**src/rtl/vec_issue_tracker.sv**
```systemverilog
// -----------------------------------------------------------------------------
// vec_issue_tracker
//
// Scalar-core-side bookkeeping for vector instructions sent to rvv_core.
// Each accepted instruction gets a ring-buffer slot, and the slot index is its
// insn_id. The tracker follows each slot through four steps:
//   issue   : allocated at tail and sent to rvv_core (SPEC)
//   release : declared non-speculative in program order at rel (REL)
//   done    : rvv_core reports completion, illegal flag and result (DONE_*)
//   retire  : freed in program order at head once DONE_REL
// A flush frees every entry that has not yet been released.
//
// Ports:
//   clk_i, rst_ni                  clock, asynchronous active-low reset
//   req_valid_i/req_ready_o        request handshake from the scalar pipeline
//   req_insn_i, req_ctx_i          instruction word and opaque vector context
//   nonspec_i                      release the oldest unreleased instruction
//   flush_i                        kill all unreleased instructions
//   valid_o/ready_i                issue handshake to rvv_core
//   insn_o, insn_id_o,
//   vec_context_o                  issued instruction, id and context
//   flush_o                        flush forwarded to rvv_core
//   insn_can_commit_o/_id_o        commit-release pulse and its id
//   done_i, done_insn_id_i,
//   illegal_insn_i, result_i       completion report from rvv_core
//   retire_valid_o, retire_id_o,
//   retire_illegal_o,
//   retire_result_o                in-order retirement of the head entry
//   count_o                        number of occupied entries
// -----------------------------------------------------------------------------
module vec_issue_tracker #(
    parameter int unsigned NrEntries = 4,
    parameter int unsigned IdWidth   = $clog2(NrEntries),
    parameter int unsigned CtxWidth  = 16,
    parameter int unsigned XLEN      = 64
) (
    input  logic                clk_i,
    input  logic                rst_ni,
    input  logic                req_valid_i,
    output logic                req_ready_o,
    input  logic [31:0]         req_insn_i,
    input  logic [CtxWidth-1:0] req_ctx_i,
    input  logic                nonspec_i,
    input  logic                flush_i,
    output logic                valid_o,
    input  logic                ready_i,
    output logic [31:0]         insn_o,
    output logic [IdWidth-1:0]  insn_id_o,
    output logic [CtxWidth-1:0] vec_context_o,
    output logic                flush_o,
    output logic                insn_can_commit_o,
    output logic [IdWidth-1:0]  insn_can_commit_id_o,
    input  logic                done_i,
    input  logic [IdWidth-1:0]  done_insn_id_i,
    input  logic                illegal_insn_i,
    input  logic [XLEN-1:0]     result_i,
    output logic                retire_valid_o,
    output logic [IdWidth-1:0]  retire_id_o,
    output logic                retire_illegal_o,
    output logic [XLEN-1:0]     retire_result_o,
    output logic [IdWidth:0]    count_o
);

    typedef enum logic [2:0] {
        S_FREE      = 3'd0,
        S_SPEC      = 3'd1,
        S_REL       = 3'd2,
        S_DONE_SPEC = 3'd3,
        S_DONE_REL  = 3'd4
    } state_e;

    state_e            state_q   [NrEntries];
    state_e            state_d   [NrEntries];
    logic              illegal_q [NrEntries];
    logic [XLEN-1:0]   result_q  [NrEntries];

    logic [IdWidth-1:0] head_q, head_d;
    logic [IdWidth-1:0] rel_q,  rel_d;
    logic [IdWidth-1:0] tail_q, tail_d;
    logic [IdWidth:0]   count_q, count_d;
    logic [IdWidth:0]   flushed;

    logic full;
    logic issue;
    logic release_ok;
    logic retire;
    logic done_wr;

    // Full is judged on the registered count only; a retire in the same
    // cycle does not free a slot for an issue until the next cycle.
    assign full       = (count_q == (IdWidth+1)'(NrEntries));
    assign valid_o    = req_valid_i & ~full & ~flush_i;
    assign req_ready_o = ready_i & ~full & ~flush_i;
    assign issue      = valid_o & ready_i;

    assign insn_o        = req_insn_i;
    assign vec_context_o = req_ctx_i;
    assign insn_id_o     = tail_q;
    assign flush_o       = flush_i;

    // Only an entry already holding SPEC state can be released, so a slot
    // being allocated in this very cycle (still FREE) is never released.
    assign release_ok = nonspec_i &
                        ((state_q[rel_q] == S_SPEC) | (state_q[rel_q] == S_DONE_SPEC));
    assign insn_can_commit_o    = release_ok;
    assign insn_can_commit_id_o = rel_q;

    assign retire           = (state_q[head_q] == S_DONE_REL);
    assign retire_valid_o   = retire;
    assign retire_id_o      = head_q;
    assign retire_illegal_o = illegal_q[head_q];
    assign retire_result_o  = result_q[head_q];
    assign count_o          = count_q;

    // Events are layered in order: issue, release, done, flush, retire.
    // Done is qualified on the registered state so a done for a slot that is
    // FREE (flushed earlier, or only being allocated now) is dropped.
    always_comb begin
        state_d = state_q;
        flushed = '0;
        done_wr = 1'b0;

        if (issue) begin
            state_d[tail_q] = S_SPEC;
        end

        if (release_ok) begin
            state_d[rel_q] = (state_q[rel_q] == S_SPEC) ? S_REL : S_DONE_REL;
        end

        if (done_i && (state_q[done_insn_id_i] != S_FREE)) begin
            done_wr = 1'b1;
            case (state_d[done_insn_id_i])
                S_SPEC:  state_d[done_insn_id_i] = S_DONE_SPEC;
                S_REL:   state_d[done_insn_id_i] = S_DONE_REL;
                default: state_d[done_insn_id_i] = state_d[done_insn_id_i];
            endcase
        end

        if (flush_i) begin
            for (int i = 0; i < NrEntries; i++) begin
                if ((state_d[i] == S_SPEC) || (state_d[i] == S_DONE_SPEC)) begin
                    state_d[i] = S_FREE;
                    flushed    = flushed + 1'b1;
                    if (done_insn_id_i == IdWidth'(i)) begin
                        done_wr = 1'b0;
                    end
                end
            end
        end

        if (retire) begin
            state_d[head_q] = S_FREE;
        end
    end

    always_comb begin
        head_d  = head_q + IdWidth'(retire);
        rel_d   = rel_q + IdWidth'(release_ok);
        tail_d  = flush_i ? rel_d : (tail_q + IdWidth'(issue));
        count_d = count_q + (IdWidth+1)'(issue) - (IdWidth+1)'(retire) - flushed;
    end

    always_ff @(posedge clk_i or negedge rst_ni) begin
        if (!rst_ni) begin
            head_q  <= '0;
            rel_q   <= '0;
            tail_q  <= '0;
            count_q <= '0;
        end else begin
            head_q  <= head_d;
            rel_q   <= rel_d;
            tail_q  <= tail_d;
            count_q <= count_d;
        end
    end

    for (genvar gi = 0; gi < NrEntries; gi++) begin : g_entry
        always_ff @(posedge clk_i or negedge rst_ni) begin
            if (!rst_ni) begin
                state_q[gi]   <= S_FREE;
                illegal_q[gi] <= 1'b0;
                result_q[gi]  <= '0;
            end else begin
                state_q[gi] <= state_d[gi];
                if (done_wr && (done_insn_id_i == IdWidth'(gi))) begin
                    illegal_q[gi] <= illegal_insn_i;
                    result_q[gi]  <= result_i;
                end
            end
        end
    end

endmodule

```
**config.mk**
```make
export PLATFORM = sky130hd
export DESIGN_NAME = vec_issue_tracker
export DESIGN_NICKNAME = d
export VERILOG_FILES = /design/src/rtl/vec_issue_tracker.sv
export SDC_FILE = /design/constraint.sdc
export NUM_CORES = 1
export LEC_CHECK = 0
export BUFFER_PORTS_ARGS = -buffer_cell sky130_fd_sc_hd__buf_2
export CORE_MARGIN = 5
export CORE_UTILIZATION = 49
export CTS_CLUSTER_SIZE = 24
export DETAILED_ROUTE_END_ITERATION = 8
export MAX_ROUTING_LAYER = met4
export PLACE_DENSITY = 0.8
export SETUP_SLACK_MARGIN = 0.05
export SKIP_CTS_REPAIR_TIMING = 1
export SLEW_MARGIN = 20
export SYNTH_ARGS = -nofsm -noshare
export SYNTH_HDL_FRONTEND = slang
export SYNTH_SLANG_ARGS = --single-unit
```
**constraint.sdc**
```tcl
create_clock -name clk_i -period 4.32 [get_ports clk_i]
set_input_delay 0.864 -clock clk_i [delete_from_list [all_inputs] [get_ports clk_i]]
set_output_delay 0.864 -clock clk_i [all_outputs]
set_load 0.01 [all_outputs]
```
==> flow_summary.rst <==
.. list-table::
   :header-rows: 1

   * - Metric
     - Value
   * - Arrival time of the worst setup path
     - about 4.5 ns
   * - Pin count of the biggest net entering global routing
     - 83
   * - Clock sinks
     - ~280
   * - Reported max-cap violation count
     - 0
   * - Fraction of registers with async set/reset
     - 100%
   * - Net switching share of the total power
     - roughly a third
   * - Fin crit period
     - between 4 and 5 ns
   * - Peak supply drop
     - 0.446 mV
   * - Horizontal die dimension
     - around 180 µm
   * - Routed wire per std cell
     - ~21 µm
   * - DR iter-0 viols
     - 458
   * - Area added between synthesis and finish
     - 13.3%
   * - Combined flip-flop and latch cell area
     - 0.00704 mm²
   * - Core region area
     - between 0.02 and 0.03 mm²
   * - Insertion delay of the later-clocked pin in the worst-skew pair
     - around 0.56 ns
   * - Layout fillers
     - around 2300
   * - Post-synth top flop
     - dfrtp_1
   * - Relative contribution of combinational cells to total power
     - about two fifths
   * - Number of instances in the placed design
     - approximately 1400
   * - Detailed Place HPWL
     - between 15000 and 20000 µm
   * - Final core utilization
     - 56.1%
   * - Seq pwr share
     - roughly two fifths
   * - Initial antenna violation count
     - 1
   * - First-pass detailed-route iteration total
     - 4
   * - First-pass GRT wire length
     - about 50000 µm
   * - Number of synthesized register bits
     - ~280
   * - Slowest stage cell, crit path
     - dfrtp_1
   * - Post-detailed-routing wire length
     - between 30000 and 40000 µm
   * - Share of the clock period used by the worst path after layout
     - between 90% and 100%
   * - Crit path cell chain
     - or3b_1 > o31ai_2 > o32ai_2 > nor2_2 > o31ai_2 > nor2b_2 > buf_4 > ha_1 > nand2_1 > o21ai_0 > ha_1 > mux2_2 > nand2_1 > fa_1 > ha_1 > xor2_1 > xnor2_1 > xnor2_1
   * - Sequential cell area fraction in the yosys report
     - 49.5%
   * - Number of I/O port buffers
     - 152
   * - Leakage power of the design
     - 7.31 nW
   * - CTS clock-pin slew for the worst setup and hold paths
     - about 0.060 ns
   * - Number of setup violations in the final report
     - 0
   * - Distinct cell type count after synthesis
     - 61
   * - Fraction of layout instances using a drive strength above 1
     - between 50% and 60%
   * - Finished layout cell area
     - ~0.016 mm²
   * - Initial standard-cell utilization of the core
     - about 50%
   * - F_max
     - 247 MHz
   * - Avg Cell Area, Syn
     - ~16 µm²
   * - Via count of the first global-routing pass
     - 8743
   * - Congestion Overflow GR
     - 0
   * - Aggregate negative setup slack
     - 0 ns
   * - Final Hold Vio Count
     - 0
   * - Routed via count divided by cell count
     - about 5.6
   * - Gate count of the mapped netlist
     - 890
   * - Yosys warns
     - 0
   * - Final Net Count
     - between 1000 and 1500
   * - Count of H-tree levels built during CTS
     - 1
   * - Global placer's final weighted congestion
     - 0.920
   * - Cells taking the most area after synthesis
     - dfrtp_1, mux2_4, mux4_2
   * - Largest fanout of any net on the critical path
     - 6
   * - Synth Net Count
     - 1022
   * - Maximum clock skew at final layout
     - approximately 0.019 ns
   * - Clock root buffer
     - clkbuf_16
   * - Library cell occupying the most area in the post-synthesis netlist
     - dfrtp_1
   * - Sort of element at the end of the critical path
     - register
   * - DR vias
     - approximately 7900
   * - Crit Path Category
     - reg2reg
   * - TritonCTS clock tree
     - yes
   * - Worst EP required
     - roughly 4.8 ns
   * - Final max-slew violation count
     - 0
   * - Max stage delay on crit path
     - between 0.4 and 0.5 ns
   * - Net switching component of the power
     - 3.96 mW
   * - Most common cell type on the critical path
     - ha_1
   * - Number of buffers between clock root and the deepest sink
     - 3
   * - Count of antenna-violating nets left after detailed routing
     - 0
   * - EDFF count, synth
     - 0
   * - Share of the synthesized area in the top cell type
     - 49.5%
   * - Mapped Area
     - ~0.014 mm²
   * - Fraction of power consumed by the clock network
     - between 20% and 30%
   * - Tot GR Track Use
     - a little under a fifth
   * - Area after DPL
     - 0.0151 mm²
   * - Worst slew pin tran
     - approximately 1 ns
   * - Final cell count without fillers
     - 1416
   * - # IOs
     - between 200 and 250
   * - Area occupied by multi-input gates
     - around 0.0065 mm²
   * - Row count
     - 62
   * - Power density over the cells
     - between 700 and 800 mW/mm²
   * - Number of clock buffers inserted by TritonCTS
     - 31
   * - Unrepaired setup endpoints after global routing
     - false
   * - Status
     - complete, no violations
   * - Crit path launch type
     - register
   * - Cell with the most instances after synthesis
     - dfrtp_1
   * - Internal power of the cells
     - between 8 and 9 mW
   * - Path type of the worst min-delay path
     - in2async
   * - Die area
     - around 0.033 mm²
   * - Chip height
     - about 180 µm
   * - Worst-case headroom to the max-slew limit
     - about a third
   * - DRC
     - 0
   * - Most numerous cell types in the synthesized netlist
     - dfrtp_1, mux2_4, mux4_2
stage by stage:
step                      worst slack (ns)  hold slack [ns]  power, mW
after floorplan                     -0.195            0.475       8.44
after global placement              -0.200            0.484       9.86
after detailed placement            -0.368            0.488       10.1
after CTS                           0.0839            0.308       12.7
after global routing                0.0818            0.344       13.3
final                                0.270            0.311       12.6
power by group through the flow:
| stage | sequential, mW | clock (mW) | combinational (mW) |
|---|---|---|---|
| detailed placement | 4.84 | 0 | 5.22 |
| floorplan | 4.43 | 0 | 4.01 |
| CTS | 4.83 | 2.64 | 5.25 |
| global placement | 4.77 | 0 | 5.09 |
| finish | 4.84 | 2.56 | 5.18 |
| global route | 5.00 | 2.74 | 5.57 |
metal layers:
metal	global-route usage [%]	up-vias	wire, µm
met5	-	-	0
met4	4.48	0	686
met3	2.93	50	1200
met2	30.4	213	14600
met1	25.0	4130	13500
li1	-	3478	-
state kept, by name, summed over array words and instances, names as in the netlist:
register,cells
count_o,3
insn_id_o,2
illegal_q,4
result_q,256
state_q,12
insn_can_commit_id_o,2
retire_id_o,2
final cells by class:
cell class                 count  share of cell area, %
sequential                   281                   43.7
multi-input combinational    495                   40.1
timing repair buffer         189                   6.75
clock buffer                  43                   5.35
tap                          384                   2.99
clock inverter                10                  0.754
inverter                      13                  0.303
antenna                        1                 0.0155
layout by cell type (no fill, tap or decap), types with 7 or more instances in the layout:
master | Yosys | routed
clkbuf_1 | 13 | 8
mux2_4 | 200 | 200
buf_4 | 50 | 34
nand3_1 | 8 | 8
mux4_2 | 65 | 65
dfrtp_1 | 281 | 278
clkbuf_16 | 0 | 31
mux2_2 | 62 | 62
inv_1 | 13 | 12
buf_2 | 7 | 151
nor2_1 | 19 | 17
ha_1 | 8 | 7
o21ai_0 | 11 | 11
nand2_1 | 15 | 15
logic make-up (layout without fill, tap and decap cells):
logic type,Yosys count,count (layout),share of synthesized area (%)
multiplexers,329,329,36.5
AO/OA/AOI/OAI,62,62,3.38
AND/OR/NAND/NOR,86,86,3.45
XOR/XNOR,8,8,0.493
buffers and inverters,114,255,5.71
flip-flops,281,281,49.5
other,0,1,0
adder cells (fa/ha/maj),10,10,0.986
worst max-delay path, delay by kind of cell (launching register included):
family          cells  cell delay, ns
xor+xnor            3            0.48
mux                 1            0.26
compound gates      4            0.59
fa+ha+maj           4            1.14
simple gates        5            0.94
buf+inv             1            0.13
flops               1            0.43
worst paths after layout:
kind | from | to | slack (ns) | cells after the start
setup / recovery | state_q[6] | count_o[2] | 0.27 | 18
min in group clk_i | result_q[69] | result_q[69] | 0.50 | 1
setup reg to reg | state_q[6] | count_o[2] | 0.27 | 18
hold reg to reg | result_q[69] | result_q[69] | 0.50 | 1
hold / removal | rst_ni | result_q[180] | 0.31 | 1
max in group asynchronous | rst_ni | result_q[219] | 3.06 | 2
No activity file was read; power rests on OpenSTA's default activity.
